==> src/rtl/cpu_clock_pkg.sv <==
// cpu_clock_pkg: state encoding shared by the PHI2 clock generator.
package cpu_clock_pkg;
  localparam logic [1:0] ST_HALT = 2'd0;
  localparam logic [1:0] ST_RUN  = 2'd1;
  localparam logic [1:0] ST_STEP = 2'd2;
endpackage

==> src/rtl/cpu_clock.sv <==
// cpu_clock: 6502 PHI2/RESB generator with run gating, single step and edge strobes.
module cpu_clock
  import cpu_clock_pkg::*;
#(
  parameter int HALF_PERIOD  = 4,
  parameter int RESET_CYCLES = 2
) (
  input  logic        clock,
  input  logic        reset,
  input  logic        run,
  input  logic        step,
  output logic        phi2,
  output logic        resb_n,
  output logic        phi2_rise,
  output logic        phi2_fall,
  output logic        running,
  output logic [31:0] cycles
);
  localparam int HW = HALF_PERIOD > 1 ? $clog2(HALF_PERIOD) : 1;
  localparam int RW = $clog2(RESET_CYCLES + 1);
  localparam logic [HW-1:0] HALF_TC = HW'(HALF_PERIOD - 1);
  localparam logic [RW-1:0] HOLD_TC = RW'(RESET_CYCLES);

  logic [1:0]    state_q, state_d;
  logic [HW-1:0] half_q, half_d;
  logic [RW-1:0] hold_q, hold_d;
  logic [31:0]   cycles_q, cycles_d;
  logic          phi2_q, phi2_d, rise_q, rise_d, fall_q, fall_d;
  logic          done_q, done_d, running_q, running_d, tc;

  always_ff @(posedge clock or posedge reset) begin
    if (reset) begin
      state_q   <= ST_HALT;
      half_q    <= '0;
      hold_q    <= '0;
      cycles_q  <= '0;
      phi2_q    <= 1'b0;
      rise_q    <= 1'b0;
      fall_q    <= 1'b0;
      done_q    <= 1'b0;
      running_q <= 1'b0;
    end else begin
      state_q   <= state_d;
      half_q    <= half_d;
      hold_q    <= hold_d;
      cycles_q  <= cycles_d;
      phi2_q    <= phi2_d;
      rise_q    <= rise_d;
      fall_q    <= fall_d;
      done_q    <= done_d;
      running_q <= running_d;
    end
  end

  always_comb begin
    state_d  = state_q;
    half_d   = half_q;
    hold_d   = hold_q;
    cycles_d = cycles_q;
    phi2_d   = phi2_q;
    rise_d   = 1'b0;
    fall_d   = 1'b0;
    done_d   = done_q;
    tc       = half_q == HALF_TC;
    if (state_q == ST_HALT) begin
      half_d  = '0;
      phi2_d  = 1'b0;
      state_d = run ? ST_RUN : step ? ST_STEP : ST_HALT;
    end else if (state_q == ST_RUN && !run && !phi2_q) begin
      state_d = ST_HALT;
      half_d  = '0;
    end else begin
      // A high half always completes; the park/continue decision is made on the falling edge.
      half_d = tc ? '0 : half_q + 1'b1;
      if (tc) begin
        phi2_d = !phi2_q;
        rise_d = !phi2_q;
        fall_d = phi2_q;
      end
      if (fall_d) state_d = run ? ST_RUN : ST_HALT;
    end
    if (fall_d) begin
      cycles_d = cycles_q + 1'b1;
      if (!done_q) begin
        hold_d = hold_q + 1'b1;
        done_d = hold_d == HOLD_TC;
      end
    end
    running_d = state_d != ST_HALT;
  end

  assign phi2      = phi2_q;
  assign resb_n    = done_q;
  assign phi2_rise = rise_q;
  assign phi2_fall = fall_q;
  assign running   = running_q;
  assign cycles    = cycles_q;
endmodule

==> config.mk <==
export PLATFORM = sky130hd
export DESIGN_NAME = cpu_clock
export DESIGN_NICKNAME = d
export VERILOG_FILES = /design/src/rtl/cpu_clock_pkg.sv /design/src/rtl/cpu_clock.sv
export SDC_FILE = /design/constraint.sdc
export NUM_CORES = 1
export LEC_CHECK = 0
export CAP_MARGIN = 20
export CORE_UTILIZATION = 50
export CTS_BUF_LIST = sky130_fd_sc_hd__clkbuf_4 sky130_fd_sc_hd__clkbuf_8 sky130_fd_sc_hd__clkbuf_16
export DETAILED_ROUTE_END_ITERATION = 10
export PLACE_DENSITY = 0.87
export SYNTH_ARGS = -nofsm -noshare
export SYNTH_HDL_FRONTEND = slang
export SYNTH_SLANG_ARGS = --single-unit
==> constraint.sdc <==
create_clock -name clock -period 2.4 [get_ports clock]
set_clock_uncertainty 0.15 [all_clocks]
set_input_delay 0.6 -clock clock [delete_from_list [all_inputs] [get_ports clock]]
set_output_delay 0.6 -clock clock [all_outputs]
set_load 0.05 [all_outputs]
==> results of run 1 <==
## sequential cells by signal, indices dropped and copies added, names as in the netlist
name	flops
cycles	32
half_q	2
hold_q	2
state_q	2
phi2	1
phi2_fall	1
phi2_rise	1
resb_n	1
running	1
## cell usage in the layout (no fill, tap or decap), types with 2 or more instances in the layout
master           netlist  final
dfrtp_1               43     43
clkdlybuf4s50_1        0     35
xnor2_1               22     22
nand2_1               15     15
nor2_1                10     10
xor2_1                10     10
nand3_1                8      8
nand4_1                7      7
clkbuf_8               0      6
and3_1                 5      5
inv_1                  5      5
buf_4                  1      4
and2_1                 3      3
and4_1                 3      3
ha_1                   3      3
mux2_2                 2      2
o21a_1                 2      2
nor3_1                 2      2
a21oi_1                2      2
dlymetal6s2s_1         0      2
## metrics by stage
stage	cells	util, %
floorplan	163	-
CTS	256	67.7
global route	256	67.8
global placement	248	64.5
finish	256	67.8
detailed placement	248	64.5
## power by group through the flow
stage	clock, mW	sequential [mW]	combinational, mW
2_1_floorplan	0	1.02	0.252
3_3_place_gp	0	0.932	0.458
3_5_place_dp	0	0.936	0.469
4_1_cts	0.582	0.923	0.471
5_1_grt	0.617	0.938	0.503
6_report	0.574	0.922	0.467
## how the worst min path moves through the flow
| stage | slack (ns) | from | end |
|---|---|---|---|
| 3_5_place_dp | 0.30 | half_q[0] | half_q[0] |
| 3_3_place_gp | 0.27 | half_q[0] | half_q[0] |
| 4_1_cts | 0.31 | half_q[0] | half_q[0] |
| 6_report | 0.30 | half_q[0] | half_q[0] |
| 2_1_floorplan | 0.26 | half_q[0] | half_q[0] |
| 5_1_grt | 0.34 | half_q[0] | half_q[0] |
## area by class of cell
cell class	instances	area, um^2	area share [%]
Clock buffer	6	82.6	3.30
Clock inverter	2	35.0	1.40
Inverter	5	18.8	0.750
Multi-Input combinational cell	111	823	32.9
Sequential cell	43	1080	43.0
Tap cell	48	60.1	2.40
Timing Repair Buffer	41	405	16.2
## repair_timing
item | CTS | global route
hold endpoints to repair | 0 | 0
resized for setup | 0 | 2
hold buffers | 0 | 0
endpoints found under the setup margin | 0 | 2
## cell families after synthesis
group	Yosys count	synth area share, %
multiplexers	2	1.16
adder cells (fa/ha/maj)	3	1.93
XOR/XNOR	32	14.4
buffers and inverters	9	2.13
AO/OA/AOI/OAI	10	4.51
AND/OR/NAND/NOR	64	20.4
flip-flops	43	55.4
## per-layer routing
metal / vias to the layer above / GRT usage (%) / routed length [um] / part of all wire (%)
met5: - / 0 / 0 / 0
met4: 0 / 5.83 / 8 / 0.22
met3: 2 / 4.46 / 121 / 3.4
met2: 28 / 29.2 / 1700 / 47
met1: 658 / 26.7 / 1770 / 49
li1: 648 / - / - / -
==> summary.txt, run 1 <==
Pwr
  – Sequential share of power: 47.0%
  – Switch Pwr: 0.623 mW
  – Clk network pwr share: 29.3%
  – PD cells: 785 nW/um^2
  – Pleak: 1.20 nW
  – Int Pwr: 1.34 mW
  – Combinational share of power: 23.8%
  – Pwr Total: 1.96 mW
  – Max VDD drop: 0.555 mV
  – Net switching fraction of the power: 31.7%

CTS
  – CTS Buf Count: 5
  – Clock Latency Late Sink: 0.29 ns
  – Clk sinks: 43
  – Setup Buffers After CTS: 0
  – H-tree depth: 2
  – CTS tree: built
  – Worst-path clk slew: 0.08 ns
  – Max Buffers Root-to-Sink: 2
  – Root buffer cell: clkbuf_8

Final layout
  – Design area: 2500 um^2
  – Area growth, synth to finish: 28.9%
  – # fillers: 296
  – Nets: 214
  – Layout cells sized above 1: 11.5%
  – Inserted Diodes: 0

Placed design
  – Gpl congestion: 0.798
  – DP Worst Slack: 0.247 ns
  – I/O Buffers: 40
  – Cell Area, Placed: 2380 um^2
  – DP HPWL: 2550 um

Detailed routing
  – Routed len/inst: 14.1 um
  – 1st-pass router iterations: 6
  – Antenna-violating nets left: 0
  – Drt via density: 5.22
  – Drt drc: 0
  – Vias: 1336
  – 1st-iter DRT viols: 55
  – Detailed-route wire length: 3610 um

Floorplan
  – Ports: 41
  – DIE HEIGHT: 64.3 um
  – DIE WIDTH: 64.3 um
  – Full die area: 4130 um^2
  – Starting Density: 52.6%
  – Core Box Area: 3690 um^2
  – Std cell rows: 22

Setup path
  – Peak fanout along the critical path: 5
  – Worst setup path end: cycles[15]
  – CP bufs+invs: 1
  – Arr. time, crit path: 1.57 ns
  – CP peak stage delay: 0.84 ns
  – Setup crit start kind: flip-flop
  – Worst path depth: 1
  – CP required: 1.65 ns
  – Worst setup startpoint: cycles[15]
  – Cells on worst reg2reg path: 6
  – Reg2reg start: half_q[0]
  – Setup slack, reg-to-reg: 0.26 ns
  – Worst-path cell chain: clkdlybuf4s50_1
  – RR Endpoint: cycles[26]
  – CP Capture Type: output port
  – WS Path Type: reg -> out
  – CP top delay family: buffers and inverters
  – CP max-delay cell: clkdlybuf4s50_1

Flow run
  – Max cap viols: 0

Synthesis
  – Syn Area/Cell: 11.9 um^2
  – Most frequent cell after synthesis: dfrtp_1
  – Distinct cells, synth: 35
  – Synth Flop Type: dfrtp_1
  – Post-synth top area cell: dfrtp_1
  – Asr flop ratio synth: 100%
  – Syn nets: 170
  – Synth Warn #: 0
  – Cells after Synth: 163
  – Sequential area share after synthesis: 55.4%
  – Top-area cell type share of the netlist area: 55.4%
  – Top post-synthesis cells by area: dfrtp_1 (55%), xnor2_1 (9.9%), xor2_1 (4.5%), nand2_1 (2.9%), nand4_1 (2.3%)
  – #FFs+latches synth: 43
  – Cell Area, Synth: 1940 um^2
  – Top cell types by occurrence after synthesis: dfrtp_1 (43), xnor2_1 (22), nand2_1 (15)
  – EDFF count, synth: 0

GRT
  – Antenna violations before repair: 0
  – Global-route wire length before repair: 5960 um
  – GRT Util Overall: 19.0%
  – Total grt overflow: 0
  – Vias in the first global route: 1278
  – Largest net degree at the start of global routing: 44

STA
  – Final hold violations: 0
  – Maximum clock frequency: 431 MHz
  – Final setup fails: 0
  – Worst slew margin: 65.2%
  – Tcrit/Tclk final: 96.8%
  – Setup tns final: 0 ns
  – RSZ-0062 raised after global routing: false
  – Worst hold slack: 0.304 ns
  – Final worst slack: 0.0780 ns
  – Crit path time final: 2.32 ns
  – Slew @ Worst Pin: 0.521 ns
  – Slew Viols, Final: 0

Outcome
  – Status: finished, final reports clean

Worst hold path
  – Cells on Worst Hold Path: 1
  – Worst hold path type: reg -> reg
Note: power is estimated with default switching activity, not from simulation.
==> run 2, diff against run 1 <==
TNS_END_PERCENT = 10   (was not set)
==> results of run 2 <==
No change in the layout: final DEF, timing and power equal those of run 1.
